--- src/rtl/seq_alu_if.sv ---
// Handshake and operand/result bundle for seq_alu.
interface seq_alu_if #(
  parameter int unsigned W = 4
);
  logic             start;
  logic [W-1:0]     a;
  logic [W-1:0]     b;
  logic [1:0]       op;
  logic             busy;
  logic             done;
  logic [2*W-1:0]   result;
  logic             div_by_zero;

  modport master (
    output start, a, b, op,
    input  busy, done, result, div_by_zero
  );

  modport slave (
    input  start, a, b, op,
    output busy, done, result, div_by_zero
  );
endinterface

--- src/rtl/seq_alu.sv ---
// Multi-cycle ALU: single-cycle ADD/AND, iterative shift-add MUL and
// restoring-division MOD, each W iterations, on a start/busy/done handshake.
module seq_alu #(
  parameter int unsigned W = 4
) (
  input logic       clk,
  input logic       rst,
  seq_alu_if.slave  bus
);
  localparam int unsigned CW = $clog2(W + 1);

  typedef enum logic [1:0] {
    S_IDLE,
    S_RUN,
    S_DONE
  } state_t;

  typedef enum logic [1:0] {
    OP_ADD = 2'b00,
    OP_MUL = 2'b01,
    OP_MOD = 2'b10,
    OP_AND = 2'b11
  } op_t;

  state_t           state_q;
  op_t              op_q;
  logic [CW-1:0]    cnt_q;
  logic [2*W-1:0]   mcand_q;
  logic [W-1:0]     mplier_q;
  logic [2*W-1:0]   acc_q;
  logic [W:0]       rem_q;
  logic [W-1:0]     dvd_q;
  logic [W-1:0]     dvs_q;
  logic [2*W-1:0]   result_q;
  logic             dbz_q;
  logic             done_q;
  logic             busy_q;

  logic [2*W-1:0]   acc_d;
  logic [W:0]       rem_shift;
  logic [W:0]       rem_d;
  logic [2*W-1:0]   a_ext;
  logic [2*W-1:0]   b_ext;
  op_t              op_in;

  assign op_in = op_t'(bus.op);
  assign a_ext = {{W{1'b0}}, bus.a};
  assign b_ext = {{W{1'b0}}, bus.b};

  // One iteration of the multiplier and of the restoring divider.
  always_comb begin
    acc_d     = acc_q + (mplier_q[0] ? mcand_q : '0);
    rem_shift = {rem_q[W-1:0], dvd_q[W-1]};
    rem_d     = rem_shift;
    if (rem_shift >= {1'b0, dvs_q}) begin
      rem_d = rem_shift - {1'b0, dvs_q};
    end
  end

  // Control FSM, datapath registers and registered outputs.
  always_ff @(posedge clk or posedge rst) begin
    if (rst) begin
      state_q  <= S_IDLE;
      op_q     <= OP_ADD;
      cnt_q    <= '0;
      mcand_q  <= '0;
      mplier_q <= '0;
      acc_q    <= '0;
      rem_q    <= '0;
      dvd_q    <= '0;
      dvs_q    <= '0;
      result_q <= '0;
      dbz_q    <= 1'b0;
      done_q   <= 1'b0;
      busy_q   <= 1'b0;
    end else begin
      done_q <= 1'b0;
      unique case (state_q)
        S_IDLE: begin
          if (bus.start) begin
            op_q     <= op_in;
            busy_q   <= 1'b1;
            mcand_q  <= a_ext;
            mplier_q <= bus.b;
            acc_q    <= '0;
            rem_q    <= '0;
            dvd_q    <= bus.a;
            dvs_q    <= bus.b;
            cnt_q    <= CW'(W);
            if (op_in == OP_MUL || (op_in == OP_MOD && bus.b != '0)) begin
              state_q <= S_RUN;
            end else begin
              state_q <= S_DONE;
              done_q  <= 1'b1;
              dbz_q   <= (op_in == OP_MOD);
              unique case (op_in)
                OP_ADD:  result_q <= a_ext + b_ext;
                OP_AND:  result_q <= a_ext & b_ext;
                default: result_q <= a_ext;
              endcase
            end
          end
        end
        S_RUN: begin
          if (op_q == OP_MUL) begin
            acc_q    <= acc_d;
            mcand_q  <= mcand_q << 1;
            mplier_q <= mplier_q >> 1;
          end else begin
            rem_q <= rem_d;
            dvd_q <= dvd_q << 1;
          end
          cnt_q <= cnt_q - CW'(1);
          // The final iteration's result is taken straight from the step
          // logic so it lands on the same edge that enters DONE.
          if (cnt_q == CW'(1)) begin
            state_q  <= S_DONE;
            done_q   <= 1'b1;
            dbz_q    <= 1'b0;
            result_q <= (op_q == OP_MUL) ? acc_d : {{(W-1){1'b0}}, rem_d};
          end
        end
        S_DONE: begin
          state_q <= S_IDLE;
          busy_q  <= 1'b0;
        end
        default: begin
          state_q <= S_IDLE;
          busy_q  <= 1'b0;
        end
      endcase
    end
  end

  assign bus.busy        = busy_q;
  assign bus.done        = done_q;
  assign bus.result      = result_q;
  assign bus.div_by_zero = dbz_q;
endmodule

--- src/flat_wrapper.sv ---
// flat-port wrapper written by rule: the top's interface ports become plain ports
module seq_alu_flat 
#(
  parameter int unsigned W = 4
)
  (clk, rst, bus_start, bus_a, bus_b, bus_op, bus_busy, bus_done, bus_result, bus_div_by_zero);
  seq_alu_if #(.W(W)) bus_i ();
  input logic clk;
  input logic rst;
  input wire logic [$bits(bus_i.start)-1:0] bus_start;
  input wire logic [$bits(bus_i.a)-1:0] bus_a;
  input wire logic [$bits(bus_i.b)-1:0] bus_b;
  input wire logic [$bits(bus_i.op)-1:0] bus_op;
  output wire logic [$bits(bus_i.busy)-1:0] bus_busy;
  output wire logic [$bits(bus_i.done)-1:0] bus_done;
  output wire logic [$bits(bus_i.result)-1:0] bus_result;
  output wire logic [$bits(bus_i.div_by_zero)-1:0] bus_div_by_zero;
  assign bus_i.start = bus_start;
  assign bus_i.a = bus_a;
  assign bus_i.b = bus_b;
  assign bus_i.op = bus_op;
  assign bus_busy = bus_i.busy;
  assign bus_done = bus_i.done;
  assign bus_result = bus_i.result;
  assign bus_div_by_zero = bus_i.div_by_zero;
  seq_alu #(.W(W)) u_core (.clk(clk), .rst(rst), .bus(bus_i));
endmodule
--- config.mk ---
export PLATFORM = sky130hd
export DESIGN_NAME = seq_alu_flat
export DESIGN_NICKNAME = d
export VERILOG_FILES = /design/src/rtl/seq_alu_if.sv /design/src/rtl/seq_alu.sv /design/src/flat_wrapper.sv
export SDC_FILE = /design/constraint.sdc
export NUM_CORES = 1
export LEC_CHECK = 0
export BUFFER_PORTS_ARGS = -buffer_cell sky130_fd_sc_hd__clkbuf_2
export CORE_MARGIN = 10
export CORE_UTILIZATION = 23
export DETAILED_ROUTE_END_ITERATION = 6
export SETUP_SLACK_MARGIN = 0.4
export SLEW_MARGIN = 30
export SYNTH_ARGS = -nofsm -noshare
export SYNTH_HDL_FRONTEND = slang
export SYNTH_SLANG_ARGS = --single-unit
--- constraint.sdc ---
create_clock -name clk -period 2.7 [get_ports clk]
set_input_delay 0.54 -clock clk [delete_from_list [all_inputs] [get_ports clk]]
set_output_delay 0.54 -clock clk [all_outputs]
set_load 0.005 [all_outputs]
==> results.md <==
- Outcome: finished clean
- Synthesized Nets: 321
- Net switching share of the total power: 38.4%
- Clock Power Share: 20.9%
- Post-synthesis sequential area ratio: 44.1%
- Synth cell types: 55
- Master of the slowest instance on the critical path: sky130_fd_sc_hd__dfrtp_1
- Hold violation count in the final report: 0
- Routed length per instance: about 15 um
- Number of buffers added on ports: 23
- Root buffer cell: sky130_fd_sc_hd__clkbuf_16
- Most common library cells after synthesis: sky130_fd_sc_hd__dfrtp_1 (50), sky130_fd_sc_hd__nand2_1 (37), sky130_fd_sc_hd__o21ai_0 (22), sky130_fd_sc_hd__ha_1 (21), sky130_fd_sc_hd__nor2_1 (14)
- Proportion of netlist area held by the largest area contributor: 44.1%
- Max Freq: 459 MHz
- Design Area, Final: 3360 um^2
- Depth of the CTS H-tree: 2
- Top cell type by total area after synthesis: sky130_fd_sc_hd__dfrtp_1
- Area Growth Syn to Fin: 18.5%
- Critical Path Max Stage Delay: about 0.43 ns
- Maximum fanout along the worst path: 9
- Reg2Reg Depth: 8
- Number of enable-type register cells in the synthesized netlist: 0
- Arrival time at the worst endpoint: between 2 and 2.5 ns
- Final net count: 348
- Residual antenna-violating net count after detailed routing: 0
- Via-to-Cell Ratio: around 4.6
- Combined global-route utilization of all metal layers: 8.28%
- Commonest register cell after synthesis: sky130_fd_sc_hd__dfrtp_1
- Post-Synthesis Cell Area: 2840 um^2
- Width of the chip: 131 um
- TritonCTS clock tree: done
- Worst Skew: about 0.0075 ns
- Layout cell share with drive strength beyond 1: 15.1%
- Detailed Place HPWL: 5390 um
- Latest clock arrival within the worst-skew pair: roughly 0.29 ns
- Most common cell in the netlist: sky130_fd_sc_hd__dfrtp_1
- Buffers and inverters on the worst path: 0
- Crit-path cells: and2_1, ha_1, fa_1, nand3_1, and3b_1, nor3_2, a311oi_2, o21ai_1
- Tcrit/Tclk final: 80.7%
- Reg2Reg Launch Point: u_core.mplier_q[0]$_DFFE_PP0P_
- Worst Max-Slew Pin Slew: 0.629 ns
- Sequential Power Share: 35.8%
- Final min period: 2.18 ns
- Global placer's final weighted congestion: 0.879
- Fraction of registers with async set or reset after synthesis: 100%
- Boundary pin count: 24
- Critical path capture point: u_core.bus.result[4]$_DFFE_PP0P_
- Ant diodes: 0
- Die height: 131 um
- Mean post-synth cell area: 10.0 um^2
- Reg-to-reg slack, setup: 0.52 ns
- Static leakage power: around 0.0016 uW
- Largest cells by area after synthesis: sky130_fd_sc_hd__dfrtp_1 (44%), sky130_fd_sc_hd__ha_1 (9.3%), sky130_fd_sc_hd__nand2_1 (4.9%)
- Wire length of the first global-routing pass: 11900 um
- Iteration-0 DRC count of the detailed router: 118
- Worst hold path type: in2async
- Global route overflow: 0
- Number of sinks on the clock net: 50
- Pin count of the biggest net entering global routing: 51
- Number of maximum-capacitance constraint violations: 0
- Standard cell area after detailed placement: 3190 um^2
- CTS buffer count: 5
- Worst setup path category: reg2reg
- Power density over cell area: 1000 nW/um^2
- Worst path setup slack after routing: 0.521 ns
- Via total after detailed routing: 2188
- Worst path depth: 8
- DRC viols: 0
- Fraction of power consumed by combinational cells: a little over two fifths
- Routed Wire Length: 7040 um
- Endpoint type of the worst setup path: flip-flop
- Synthesized instance count: 284
- Area of the placeable core: 12100 um^2
- Fill cell total of the finished layout: 1264
- CP Data Required Time: approximately 2.9 ns
- Worst IR drop on VDD: 380 uV
- Post-place setup slack: 0.334 ns
- Switching pwr: 1300 uW
- Number of warnings printed during yosys synthesis: 0
- Detailed-router iteration count before antenna repair: 4
- Register bit total from synthesis: 50
- Int Pwr: 2080 uW
- Standard-cell rows: 40
- Max Buffers Root-to-Sink: 2
- Number of antenna violations at the first check in global routing: 0
- Hold slack final: 0.278 ns
- RSZ-0062 raised after global routing: false
- Type of origin of the critical path: flip-flop
- Die area: 17200 um^2
- Clock-pin slew on the worst setup and hold paths: 0.06 ns
- Reg-to-reg endpoint: u_core.bus.result[4]$_DFFE_PP0P_
- Final sum of negative setup slack: 0 ns
- Max-slew headroom: 57.9%
- Setup violations, final: 0
- Via count of the first global-routing pass: 2287
- Dominant delay contributor by cell family on the critical path: adder cells
- Number of pins with negative max-slew slack in the final report: 0
- Starting density of the core: about a quarter
- CP startpoint: u_core.mplier_q[0]$_DFFE_PP0P_
[cell usage in the layout, fill, tap and decap left out, drive strengths merged, types with 4 or more instances in the layout]
master,instances
inv,14
nand3,5
nor2,14
a21o,9
a221o,4
nand2,37
o21ai,25
clkbuf,30
a22oi,6
xnor2,6
a22o,12
dfrtp,50
buf,6
a21oi,11
ha,21
and2,9
mux2i,6
[cells by family (layout without fill, tap and decap cells)]
logic type	count (synthesis)	count (layout)	synth area share, %
buffers and inverters	23	51	3.35
xor gates and xnor gates	8	8	2.47
muxes	6	6	2.11
DFF	50	50	44.1
AOI/OAI and AO/OA	87	87	21.4
adders and majority gates	24	24	11.4
and+or+nand+nor	86	86	15.2
[metrics by stage]
stage,cells,power [uW],utilization [%]
3_3_place_gp,472,2630,26.4
4_1_cts,480,3400,27.8
6_report,480,3380,27.9
3_5_place_dp,472,2670,26.4
5_1_grt,480,3670,27.9
2_1_floorplan,284,2210,-
[layer usage]
metal  wire [um]  GRT usage [%]  vias up
met3         174           1.26       10
met2        3280           13.2       36
met5           0              0        -
li1            -              -     1071
met4         170           3.50        0
met1        3410           10.9     1071
[power by group through the flow]
| stage | Combinational [uW] | Clock, uW | Sequential [uW] |
|---|---|---|---|
| floorplan | 1040 | 0 | 1170 |
| global placement | 1410 | 0 | 1220 |
| detailed placement | 1440 | 0 | 1230 |
| CTS | 1470 | 720 | 1210 |
| global route | 1660 | 763 | 1250 |
| finish | 1460 | 708 | 1210 |
[how the worst min path moves through the flow]
stage / start / to / slack, ns / cells past startpoint
after CTS: rst / u_core.bus.result[5]$_DFFE_PP0P_ / 0.29 / 3
final: rst / u_core.bus.result[5]$_DFFE_PP0P_ / 0.28 / 3
after global routing: rst / u_core.bus.result[5]$_DFFE_PP0P_ / 0.30 / 3
after detailed placement: u_core.mplier_q[1]$_DFFE_PP0P_ / u_core.mplier_q[1]$_DFFE_PP0P_ / 0.47 / 2
after floorplan: u_core.acc_q[6]$_DFFE_PP0P_ / u_core.acc_q[6]$_DFFE_PP0P_ / 0.45 / 2
after global placement: u_core.mplier_q[1]$_DFFE_PP0P_ / u_core.mplier_q[1]$_DFFE_PP0P_ / 0.46 / 2
[state kept, by name, indices dropped and copies added (netlist names)]
| register | count |
|---|---|
| u_core.mcand_q | 8 |
| u_core.bus.div_by_zero | 1 |
| u_core.bus.result | 8 |
| u_core.cnt_q | 3 |
| u_core.op_q | 2 |
| u_core.rem_q | 4 |
| u_core.mplier_q | 4 |
| u_core.bus.done | 1 |
| u_core.bus.busy | 1 |
| u_core.state_q | 2 |
| u_core.dvd_q | 4 |
| u_core.dvs_q | 4 |
| u_core.acc_q | 8 |
[worst register-to-register path, stage by stage, from the launching register on]
cell and delay [ns]:
sky130_fd_sc_hd__dfrtp_1 0.43, sky130_fd_sc_hd__and2_1 0.18, sky130_fd_sc_hd__ha_1 0.21, sky130_fd_sc_hd__fa_1 0.42, sky130_fd_sc_hd__nand3_1 0.11, sky130_fd_sc_hd__and3b_1 0.18, sky130_fd_sc_hd__nor3_2 0.07, sky130_fd_sc_hd__a311oi_2 0.36
sky130_fd_sc_hd__o21ai_1 0.09
[what timing repair did]
| item | CTS | global route |
|---|---|---|
| gates resized for setup | 1 | 3 |
| setup endpoints to repair | 1 | 1 |
| hold buffers | 0 | 0 |
| endpoints found under the hold margin | 0 | 0 |
| pin swaps | 0 | 1 |
| setup buffers | 0 | 0 |
[final cells by class]
type,count,area [um^2],area share [%]
Inverter,14,52.6,1.56
Multi-Input combinational cell,211,1520,45.0
Timing Repair Buffer,29,173,5.13
Tap cell,168,210,6.25
Clock buffer,7,133,3.94
Sequential cell,50,1250,37.2
Clock inverter,1,30.0,0.893
No activity file was read; power rests on OpenSTA's default activity.
